[config.mk]
export PLATFORM = sky130hd
export DESIGN_NAME = mem_wb_buf
export DESIGN_NICKNAME = d
export VERILOG_FILES = /design/src/rtl/mem_wb_buf.sv
export SDC_FILE = /design/constraint.sdc
export NUM_CORES = 1
export LEC_CHECK = 0
export ABC_AREA = 1
export BUFFER_PORTS_ARGS = -buffer_cell sky130_fd_sc_hd__buf_2
export CELL_PAD_IN_SITES_DETAIL_PLACEMENT = 1
export CELL_PAD_IN_SITES_GLOBAL_PLACEMENT = 2
export CORE_ASPECT_RATIO = 1.25
export CORE_MARGIN = 4
export CORE_UTILIZATION = 29
export CTS_CLUSTER_DIAMETER = 200
export DETAILED_ROUTE_END_ITERATION = 10
export GPL_TIMING_DRIVEN = 0
export MAX_ROUTING_LAYER = met4
export PLACE_DENSITY = 0.85
export SLEW_MARGIN = 20
export SYNTH_ARGS = -nofsm -noshare
export SYNTH_HDL_FRONTEND = slang
export SYNTH_SLANG_ARGS = --single-unit
[constraint.sdc]
create_clock -name clk -period 2.8 [get_ports clk]
set_input_delay 0.14 -clock clk [delete_from_list [all_inputs] [get_ports clk]]
set_output_delay 0.14 -clock clk [all_outputs]
set_load 0.05 [all_outputs]
[src/rtl/mem_wb_buf.sv]
// mem_wb_buf: two-entry skid buffer between the mem and wb stages,
// with a forwarding tap on the head entry and a 64-bit retire counter.
// Revision: 1.0
`default_nettype none

module mem_wb_buf #(
  parameter int ADDR_W = 32,
  parameter int DATA_W = 32,
  parameter int REG_AW = 5,
  parameter int CSR_AW = 12
) (
  input  logic              clk,
  input  logic              rst,
  input  logic              flush_i,
  input  logic              in_valid_i,
  output logic              in_ready_o,
  input  logic [ADDR_W-1:0] in_pc_i,
  input  logic              in_rd_wr_en_i,
  input  logic [REG_AW-1:0] in_rd_addr_i,
  input  logic [DATA_W-1:0] in_rd_data_i,
  input  logic              in_csr_wr_en_i,
  input  logic [CSR_AW-1:0] in_csr_addr_i,
  input  logic [DATA_W-1:0] in_csr_wdata_i,
  output logic              out_valid_o,
  input  logic              out_ready_i,
  output logic [ADDR_W-1:0] out_pc_o,
  output logic              out_rd_wr_en_o,
  output logic [REG_AW-1:0] out_rd_addr_o,
  output logic [DATA_W-1:0] out_rd_data_o,
  output logic              out_csr_wr_en_o,
  output logic [CSR_AW-1:0] out_csr_addr_o,
  output logic [DATA_W-1:0] out_csr_wdata_o,
  output logic              fwd_valid_o,
  output logic [REG_AW-1:0] fwd_rd_addr_o,
  output logic [DATA_W-1:0] fwd_rd_data_o,
  output logic [63:0]       retired_cnt_o
);

  typedef struct packed {
    logic [ADDR_W-1:0] pc;
    logic              rd_wr_en;
    logic [REG_AW-1:0] rd_addr;
    logic [DATA_W-1:0] rd_data;
    logic              csr_wr_en;
    logic [CSR_AW-1:0] csr_addr;
    logic [DATA_W-1:0] csr_wdata;
  } entry_t;

  typedef enum logic [1:0] {
    ST_EMPTY = 2'd0,
    ST_ONE   = 2'd1,
    ST_FULL  = 2'd2
  } state_t;

  state_t      state_q, state_d;
  entry_t      slot0_q, slot0_d;
  entry_t      slot1_q, slot1_d;
  logic        in_ready_q, in_ready_d;
  logic [63:0] retired_cnt_q, retired_cnt_d;

  logic   accept;
  logic   pop;
  logic   out_valid;
  entry_t in_entry;

  assign out_valid = (state_q != ST_EMPTY);
  assign accept    = in_valid_i & in_ready_q;
  assign pop       = out_valid & out_ready_i;

  // x0 writes are squashed at capture so wb and forwarding never see them.
  always_comb begin
    in_entry.pc        = in_pc_i;
    in_entry.rd_wr_en  = in_rd_wr_en_i & (in_rd_addr_i != '0);
    in_entry.rd_addr   = in_rd_addr_i;
    in_entry.rd_data   = in_rd_data_i;
    in_entry.csr_wr_en = in_csr_wr_en_i;
    in_entry.csr_addr  = in_csr_addr_i;
    in_entry.csr_wdata = in_csr_wdata_i;
  end

  always_comb begin
    state_d       = state_q;
    slot0_d       = slot0_q;
    slot1_d       = slot1_q;
    retired_cnt_d = retired_cnt_q + {63'd0, pop};

    if (flush_i) begin
      state_d           = ST_EMPTY;
      slot0_d.rd_wr_en  = 1'b0;
      slot0_d.csr_wr_en = 1'b0;
      slot1_d.rd_wr_en  = 1'b0;
      slot1_d.csr_wr_en = 1'b0;
    end else begin
      case (state_q)
        ST_EMPTY: begin
          if (accept) begin
            slot0_d = in_entry;
            state_d = ST_ONE;
          end
        end
        ST_ONE: begin
          if (accept && pop) begin
            slot0_d = in_entry;
          end else if (accept) begin
            slot1_d = in_entry;
            state_d = ST_FULL;
          end else if (pop) begin
            state_d = ST_EMPTY;
          end
        end
        ST_FULL: begin
          if (pop) begin
            slot0_d = slot1_q;
            state_d = ST_ONE;
          end
        end
        default: state_d = ST_EMPTY;
      endcase
    end

    in_ready_d = (state_d != ST_FULL);
  end

  always_ff @(posedge clk) begin
    if (rst) begin
      state_q       <= ST_EMPTY;
      slot0_q       <= '0;
      slot1_q       <= '0;
      in_ready_q    <= 1'b1;
      retired_cnt_q <= '0;
    end else begin
      state_q       <= state_d;
      slot0_q       <= slot0_d;
      slot1_q       <= slot1_d;
      in_ready_q    <= in_ready_d;
      retired_cnt_q <= retired_cnt_d;
    end
  end

  assign in_ready_o      = in_ready_q;
  assign out_valid_o     = out_valid;
  assign out_pc_o        = slot0_q.pc;
  assign out_rd_wr_en_o  = slot0_q.rd_wr_en;
  assign out_rd_addr_o   = slot0_q.rd_addr;
  assign out_rd_data_o   = slot0_q.rd_data;
  assign out_csr_wr_en_o = slot0_q.csr_wr_en;
  assign out_csr_addr_o  = slot0_q.csr_addr;
  assign out_csr_wdata_o = slot0_q.csr_wdata;
  assign fwd_valid_o     = out_valid & slot0_q.rd_wr_en;
  assign fwd_rd_addr_o   = slot0_q.rd_addr;
  assign fwd_rd_data_o   = fwd_valid_o ? slot0_q.rd_data : '0;
  assign retired_cnt_o   = retired_cnt_q;

endmodule

`default_nettype wire

**Word-level counts from Yosys, hierarchy flattened**

Index checks and enable logic that the tools add are counted.
Widths: inputs -> output; s select.

- Bits of input ports: 120
- Word-level logic and storage cells: 52
- Register bits after elaboration: 297

- Eq/ne operators: 6
- Bitwise logic cells: 6
- Muxes and demuxes: 12
- $add $sub $neg: 1
- Reductions and logical operators: 10

Operator list:

| kind | count |
|---|---|
| $mux 115 | 3 |
| $pmux 115 s3 | 1 |
| $add 64x1->64 | 1 |
| $mux 32 | 1 |
| $mux 2 | 6 |
| $ne 2x2->1 const B | 4 |
| $reduce_and 4->1 | 2 |
| $pmux 2 s3 | 1 |
| $reduce_and 5->1 | 1 |
| $reduce_bool 5->1 | 1 |
| $and 1x1->1 | 4 |
| $reduce_and 3->1 | 1 |
| $reduce_bool 3->1 | 1 |
| $eq 2x1->1 const B | 1 |
| $eq 2x2->1 const B | 1 |
| $logic_not 2->1 | 1 |
| $not 1->1 | 2 |
| $reduce_bool 2->1 | 1 |
| $reduce_or 2->1 | 1 |
| $logic_and 1x1->1 | 1 |

**Longest topological paths before layout**

Gate-level depths: netlist of run 1.

- Depth after elaboration: 8
- Depth in mapped cells: 12

**Worst setup path after synthesis of run 1**

OpenSTA, ideal clock, no wires.

- Path kind: reg-to-output
- Start: register slot0_q (netlist bit out_rd_wr_en_o)
- End: output fwd_rd_data_o[10]
- Arrival time: 2.543 ns
- Setup slack: 0.117 ns
- Stages on the path, launching flop included: 6
- Cell sequence: dfxtp_1 -> inv_1 -> nor2_1 -> inv_1 -> clkbuf_1 -> nor2_1

- Longest elaborated chain between the ends: 2

Ends and longest elaborated chain:

| element | line | RTL |
|---|---|---|
| start: declaration | 56 | `entry_t slot0_q, slot0_d;` |
| start signal: assignment | 133 | `slot0_q <= slot0_d;` |
| $and 1x1->1 | 149 | `assign fwd_valid_o = out_valid & slot0_q.rd_wr_en;` |
| via fwd_valid_o | 33 | `output logic fwd_valid_o,` |
| $mux 32 | 151 | `assign fwd_rd_data_o = fwd_valid_o ? slot0_q.rd_data : '0;` |
| end: declaration | 35 | `output logic [DATA_W-1:0] fwd_rd_data_o,` |

The timed path passes the listed nets, and every way through them passes these cells.

**Worst setup path in the final report of run 1**

- Start: register state_q[1]
- End: register retired_cnt_q[50] (netlist: retired_cnt_o[50])

- Longest elaborated chain between the ends: 3

Ends and longest elaborated chain:

| element | line | RTL |
|---|---|---|
| start: declaration | 55 | `state_t state_q, state_d;` |
| start signal: assignment | 132 | `state_q <= state_d;` |
| $reduce_bool 2->1 | 66 | `assign out_valid = (state_q != ST_EMPTY);` |
| $and 1x1->1 | 68 | `assign pop = out_valid & out_ready_i;` |
| $add 64x1->64 | 85 | `retired_cnt_d = retired_cnt_q + {63'd0, pop};` |
| end signal: assignment | 136 | `retired_cnt_q <= retired_cnt_d;` |
| end: declaration | 59 | `logic [63:0] retired_cnt_q, retired_cnt_d;` |

Every way passes these cells.
A chain may end at the register's enable or synchronous reset.

==> impl_metrics.sql, run 1 <==
INSERT INTO impl_metrics (metric_group, metric, value, unit) VALUES
('hold_path', 'hp-class', 'in -> reg', ''),
('placed_design', 'port-buffer-count', '338', ''),
('synth', 'seq_area_frac_synth', '44.4', '%'),
('outcome', 'status', 'complete, no violations', ''),
('timing', 'maxSlewHeadroom', '46.2', '%'),
('critical_path', 'critical_path_peak_fanout', '7', ''),
('floorplanning', 'die_y', '248', 'µm'),
('clock_network', 'clk-insertion-delay-late', '0.53', 'ns'),
('power_and_ir_drop', 'seqPwrFrac', '42.7', '%'),
('synth', 'ys_types', '29', ''),
('clock_network', 'cts.repair.resized', '0', ''),
('floorplanning', 'fp.dieW', '200', 'µm'),
('floorplanning', 'initial_core_utilization', '29.5', '%'),
('power_and_ir_drop', 'power.share.clock', '44.0', '%'),
('power_and_ir_drop', 'pwr_density_cell', '572', 'mW/mm²'),
('routing', 'drt_initial_violations', '533', ''),
('synth', 'yosysTopAreaCell', 'dfxtp_1', ''),
('clock_network', 'clk_transition_reported_paths', '0.06', 'ns'),
('timing', 'report.final.hold_viol_count', '0', ''),
('routing', 'routed-via-count', '14600', ''),
('synth', 'synth.net_count', '2047', ''),
('timing', 'setup_viol_count_final', '0', ''),
('critical_path', 'timing.critical_path.to_type', 'register', ''),
('critical_path', 'critPathArrivalTime', '2.91', 'ns'),
('synth', 'synth_top_cells_by_area', 'dfxtp_1 (44%), o21ai_0 (13%), a21oi_1 (11%)', ''),
('power_and_ir_drop', 'power.combinational.fraction', '13.3', '%'),
('layout', 'syn_to_final_growth', '35.6', '%'),
('timing', 'final_critical_path_setup_slack', '0.268', 'ns'),
('power_and_ir_drop', 'sw_frac_of_total', '28.2', '%'),
('critical_path', 'worst_reg2reg_path_startpoint', 'state_q[1]', ''),
('clock_network', 'clkSinkCount', '297', ''),
('timing', 'fmax', '395', 'MHz'),
('hold_path', 'hold_path_startpoint', 'rst', ''),
('layout', 'num-fill-cells', '5767', ''),
('routing', 'drcViolationCount', '0', ''),
('hold_path', 'min_to', 'out_rd_wr_en_o', ''),
('critical_path', 'timing.critical_path.max_delay_family', 'simple AND/OR/NAND/NOR gates', ''),
('floorplanning', 'rows', '87', ''),
('synth', 'synthesis.yosys.warnings', '0', ''),
('timing', 'fin_tns_setup', '0', 'ns'),
('timing', 'finalCriticalPeriod', '2.53', 'ns'),
('timing', 'post-route-period-util', '90.4', '%'),
('grt', 'grt_overflow', '0', ''),
('placed_design', 'pre_cts_ws', '0.228', 'ns'),
('synth', 'synth_largest_type_area_fraction', '44.4', '%'),
('layout', 'register_area', '0.00595', 'mm²'),
('layout', 'final_cell_area', '0.0182', 'mm²'),
('clock_network', 'cts.htree.levels', '2', ''),
('layout', 'nets', '2542', ''),
('grt', 'pin_count_of_the_biggest_net_entering_global_routing', '14', ''),
('synth', 'syn-instance-count', '1925', ''),
('synth', 'synth.cell_area', '0.0134', 'mm²'),
('power_and_ir_drop', 'p_int', '7.46', 'mW'),
('timing', 'worst_clock_skew', '0.0245', 'ns'),
('floorplanning', 'full_die_area', '0.0497', 'mm²'),
('critical_path', 'r2r_slack', '0.27', 'ns'),
('grt', 'grt_first_pass_wirelength', '87.8', 'mm'),
('routing', 'vias_per_cell', '4.84', ''),
('critical_path', 'setup.worst_path.class', 'reg -> reg', ''),
('critical_path', 'path_cells', 'nor2_2, nor2_1, ha_1, ha_1, nand2_2, nor2_4, nand3b_1, nor2_4, nand4_1, nand2_1, nor2_1', ''),
('power_and_ir_drop', 'p_leak', '7.29', 'nW'),
('grt', 'grt_pass1_vias', '15700', ''),
('critical_path', 'timing.rr.end', 'retired_cnt_o[50]', ''),
('timing', 'setup_repair_after_global_routing_missed_its_margin', 'no', ''),
('layout', 'multi_input_area', '0.00577', 'mm²'),
('clock_network', 'cts_root_buffer', 'clkbuf_16', ''),
('layout', 'share_of_cells_above_drive_strength_1', '19.8', '%'),
('clock_network', 'cts-buffers-inserted', '35', ''),
('synth', 'postSynthRegisterBits', '297', ''),
('clock_network', 'cts-root-to-sink-buffers', '3', ''),
('critical_path', 'critical_path_buf_inv_count', '0', '');
[worst min-delay path: cells and delay by family]
family	cells	cell delay (ns)
simple gates	3	0.21
buf+inv	1	0.16
[repair_timing]
item	in CTS	in global routing
endpoints found under the hold margin	121	0
hold buffers	120	0
buffers inserted	0	0
[per-stage QoR]
stage	total power, mW	hold WS, ns	utilization (%)	std cells
5_1_grt	10.8	0.0657	40.0	3029
4_1_cts	10.5	0.0265	40.0	3021
6_report	10.4	0.0489	40.0	3029
2_1_floorplan	5.34	0.231	-	1925
3_5_place_dp	5.78	0.403	34.8	2841
3_3_place_gp	5.76	0.392	34.8	2841
[routing by layer]
| layer | part of all wire, % | up-vias | routed length (µm) | track usage, % |
|---|---|---|---|---|
| met2 | 52 | 329 | 29500 | 42.1 |
| met1 | 40 | 7043 | 22600 | 24.3 |
| met3 | 5.0 | 101 | 2880 | 4.79 |
| met4 | 3.7 | 0 | 2110 | 7.96 |
| li1 | - | 7173 | - | - |
| met5 | 0 | - | 0 | - |
[final cells by class]
cell class / instances / area share [%]
Antenna cell: 8 / 0.110
Buffer: 112 / 3.31
Clock buffer: 46 / 5.43
Clock inverter: 14 / 0.813
Inverter: 289 / 5.97
Multi-Input combinational cell: 1227 / 31.7
Sequential cell: 297 / 32.7
Tap cell: 578 / 3.98
Timing Repair Buffer: 458 / 15.9
[kinds of logic after synthesis]
logic type / synth area share (%)
compound gates: 24.6
simple gates: 18.0
buf+inv: 12.6
flops: 44.4
xor+xnor: 0.327
fa+ha+maj: 0.187
[sequential cells by signal, indices dropped and copies added (netlist names)]
signal	count
fwd_rd_addr_o	5
in_ready_o	1
out_csr_addr_o	12
out_csr_wdata_o	32
out_csr_wr_en_o	1
out_pc_o	32
out_rd_data_o	32
out_rd_wr_en_o	1
retired_cnt_o	64
slot1_q	115
state_q	2
[worst max path at each step]
stage,startpoint,endpoint,slack (ns),cells past startpoint
after CTS,state_q[1],retired_cnt_o[50],0.21,11
after global routing,state_q[1],retired_cnt_o[50],0.06,12
after detailed placement,state_q[1],retired_cnt_o[50],0.23,11
final,state_q[1],retired_cnt_o[50],0.27,11
after global placement,state_q[1],retired_cnt_o[50],0.31,11
after floorplan,out_rd_wr_en_o,fwd_rd_data_o[10],0.12,5
[power groups by stage]
stage	Sequential (mW)	Combinational, mW	Clock (mW)
3_3_place_gp	4.53	1.23	0
3_5_place_dp	4.53	1.24	0
6_report	4.44	1.38	4.57
4_1_cts	4.44	1.39	4.69
5_1_grt	4.46	1.50	4.85
2_1_floorplan	4.93	0.410	0
[placed cells by master, fill, tap and decap left out]
master,instances
diode_2,8
nor2_1,163
o21ai_1,30
a31oi_1,1
a211oi_1,1
clkinv_2,8
inv_2,1
nor2_2,9
nand3_2,1
clkbuf_16,35
o21ai_0,337
nand4_4,1
nand2_1,310
a21oi_1,285
clkinvlp_4,2
bufinv_16,2
ha_1,2
buf_4,6
buf_2,368
nand3_1,22
xnor2_1,3
nor2_4,11
nand2_4,3
nand3b_1,1
o21a_1,2
dlygate4sd3_1,120
xor2_1,2
nor3_1,1
inv_1,288
or2_0,14
clkbuf_1,64
clkbuf_8,7
nand2_2,11
dfxtp_1,297
buf_6,16
clkinv_8,2
nand4_1,17
[cell usage after synthesis (all sizes together)]
| master | count |
|---|---|
| o21ai | 367 |
| nand2 | 324 |
| dfxtp | 297 |
| inv | 289 |
| a21oi | 285 |
| nor2 | 183 |
| clkbuf | 60 |
| buf | 52 |
| nand3 | 23 |
| nand4 | 18 |
| or2 | 14 |
| xnor2 | 3 |
| ha | 2 |
| o21a | 2 |
| xor2 | 2 |
| a211oi | 1 |
| a31oi | 1 |
| nand3b | 1 |
| nor3 | 1 |
Note: power is estimated with default switching activity, not from simulation.
==> inputs of run 2 (changes only) <==
Settings changed: CORE_UTILIZATION 29 to 26, PLACE_DENSITY 0.85 to 0.81.
Clock period 2.8 ns to 2.1 ns, I/O delays scaled along.
==> impl_metrics.sql, run 2 (synthesis results as in run 1) <==
INSERT INTO impl_metrics (metric_group, metric, value, unit) VALUES
('timing', 'post-route-period-util', '93.6', '%'),
('placed_design', 'dp.cells', '2921', ''),
('power_and_ir_drop', 'pwr_density_cell', '756', 'mW/mm²'),
('routing', 'vias_per_cell', '4.73', ''),
('routing', 'routed-via-count', '14800', ''),
('layout', 'layout.cells.most_common_list', 'buf_2 (336), o21ai_0 (334), nand2_1 (309)', ''),
('clock_network', 'tritoncts', 'built', ''),
('grt', 'grt_overflow', '0', ''),
('floorplanning', 'core_area', '0.0508', 'mm²'),
('hold_path', 'hp-class', 'in -> reg', ''),
('layout', 'num-fill-cells', '6386', ''),
('run', 'maxCapViolCount', '0', ''),
('routing', 'drcViolationCount', '0', ''),
('clock_network', 'cts.htree.levels', '2', ''),
('critical_path', 'timing.critical_path.to_type', 'output pin', ''),
('clock_network', 'cts-root-to-sink-buffers', '3', ''),
('timing', 'report.final.hold_viol_count', '0', ''),
('routing', 'drt_initial_violations', '596', ''),
('grt', 'grtUsageTotal', '21.2', '%'),
('outcome', 'status', 'complete, no violations', ''),
('power_and_ir_drop', 'finalPower', '14.3', 'mW'),
('grt', 'number_of_antenna_violations_at_the_first_check_in_global_routing', '10', ''),
('placed_design', 'port-buffer-count', '338', ''),
('timing', 'setup_viol_count_final', '0', ''),
('critical_path', 'critical_path_peak_fanout', '10', ''),
('critical_path', 'crit_required', '2.00', 'ns'),
('timing', 'worst_clock_skew', '0.0236', 'ns'),
('critical_path', 'setup.worst_path.class', 'reg -> out', ''),
('routing', 'drt_pass1_iterations', '5', ''),
('timing', 'holdWs', '0.236', 'ns'),
('timing', 'finalCriticalPeriod', '1.97', 'ns'),
('layout', 'largest_reg_flops', '115', ''),
('power_and_ir_drop', 'vdd_drop_max', '611', 'µV'),
('placed_design', 'dpl.hpwl', '45.4', 'mm'),
('placed_design', 'gp_routability_congestion', '0.949', ''),
('grt', 'grt_pass1_vias', '15800', ''),
('timing', 'worstMarginPinSlew', '0.858', 'ns'),
('timing', 'timing.final.max_slew_violations', '0', ''),
('routing', 'drt-total-wl', '59.4', 'mm'),
('timing', 'fmax', '509', 'MHz'),
('grt', 'pin_count_of_the_biggest_net_entering_global_routing', '13', ''),
('layout', 'fin_cells', '3134', ''),
('floorplanning', 'initial_core_utilization', '26.4', '%'),
('floorplanning', 'die_y', '262', 'µm'),
('routing', 'post_drt_wl_per_cell', '18.9', 'µm'),
('grt', 'grt_first_pass_wirelength', '89.8', 'mm'),
('clock_network', 'cts-buffers-inserted', '36', ''),
('layout', 'share_of_cells_above_drive_strength_1', '22.1', '%'),
('critical_path', 'worstSetupStartpointType', 'register', ''),
('routing', 'route.antenna.remaining_nets', '0', ''),
('clock_network', 'clk-insertion-delay-late', '0.56', 'ns'),
('timing', 'maxSlewHeadroom', '42.8', '%'),
('floorplanning', 'fp.dieW', '211', 'µm'),
('floorplanning', 'full_die_area', '0.0552', 'mm²'),
('critical_path', 'critPathArrivalTime', '1.86', 'ns'),
('layout', 'final_common_cell', 'buf_2', ''),
('timing', 'setup_repair_after_global_routing_missed_its_margin', 'yes', ''),
('power_and_ir_drop', 'p_leak', '7.45', 'nW'),
('layout', 'syn_to_final_growth', '40.8', '%'),
('clock_network', 'clkSinkCount', '297', ''),
('layout', 'registers.top_by_ff_count', 'slot1_q', ''),
('floorplanning', 'top_level_ports', '339', ''),
('clock_network', 'clk_transition_reported_paths', '0.06', 'ns'),
('clock_network', 'cts_root_buffer', 'clkbuf_16', ''),
('layout', 'nets', '2558', ''),
('floorplanning', 'rows', '92', '');
[run 2: worst max-delay path: stages, from the launching register on]
cell and delay, ns:
dfxtp_4 0.38, nor2_4 0.06, nor2_4 0.11, clkinvlp_4 0.11, buf_12 0.15, buf_12 0.15, nor2_2 0.12, buf_4 0.22
[run 2: power by group]
part           internal (mW)  leakage [nW]  switching (mW)  total, mW
Combinational          0.579          4.43            1.32       1.90
Clock                   3.78         0.606            2.66       6.44
Sequential              5.82          2.42           0.100       5.92
[run 2: final cells by class]
| cell class | instances | area [µm²] | area share, % |
|---|---|---|---|
| multi-input cells | 1227 | 5960 | 31.6 |
| flip-flops and latches | 297 | 5950 | 31.6 |
| repair buffers | 473 | 3140 | 16.6 |
| clock buffers | 54 | 1100 | 5.83 |
| inverters | 289 | 1090 | 5.77 |
| well taps | 658 | 823 | 4.36 |
| plain buffers | 112 | 647 | 3.43 |
| clock inverters | 12 | 124 | 0.657 |
| diodes | 12 | 30.0 | 0.159 |
[run 2: repair_timing]
action	in CTS	in global routing
gates cloned	0	1
resized for setup	52	17
hold endpoints to repair	192	0
hold buffers	123	0
setup buffers	8	3
setup endpoints to repair	70	54
pin swaps	2	5
[run 2: final timing paths]
kind / from / end / slack (ns) / cells after the start
setup / recovery: state_q[1] / fwd_rd_data_o[19] / 0.13 / 7
hold / removal: rst / retired_cnt_o[12] / 0.24 / 3
setup reg to reg: state_q[0] / out_rd_data_o[4] / 0.17 / 7
hold reg to reg: out_csr_addr_o[8] / out_csr_addr_o[8] / 0.44 / 2
[run 2: through the flow]
step	util (%)	cell area [µm²]	setup TNS [ns]	worst slack, ns
2_1_floorplan	-	13600	-0.992	-0.0620
3_3_place_gp	31.7	16100	-4.46	-0.327
3_5_place_dp	31.7	16100	-7.47	-0.456
4_1_cts	36.9	18700	-0.0464	-0.0280
5_1_grt	37.2	18900	-0.0264	-0.0158
6_report	37.2	18900	0	0.134
[run 2: per-layer routing]
metal  part of all wire (%)  up-vias  GRT usage, %
met1                     39     7132          23.3
met3                    5.8      110          4.72
met4                    4.1        0          8.39
met5                      0        -             -
li1                       -     7223             -
met2                     51      373          37.5
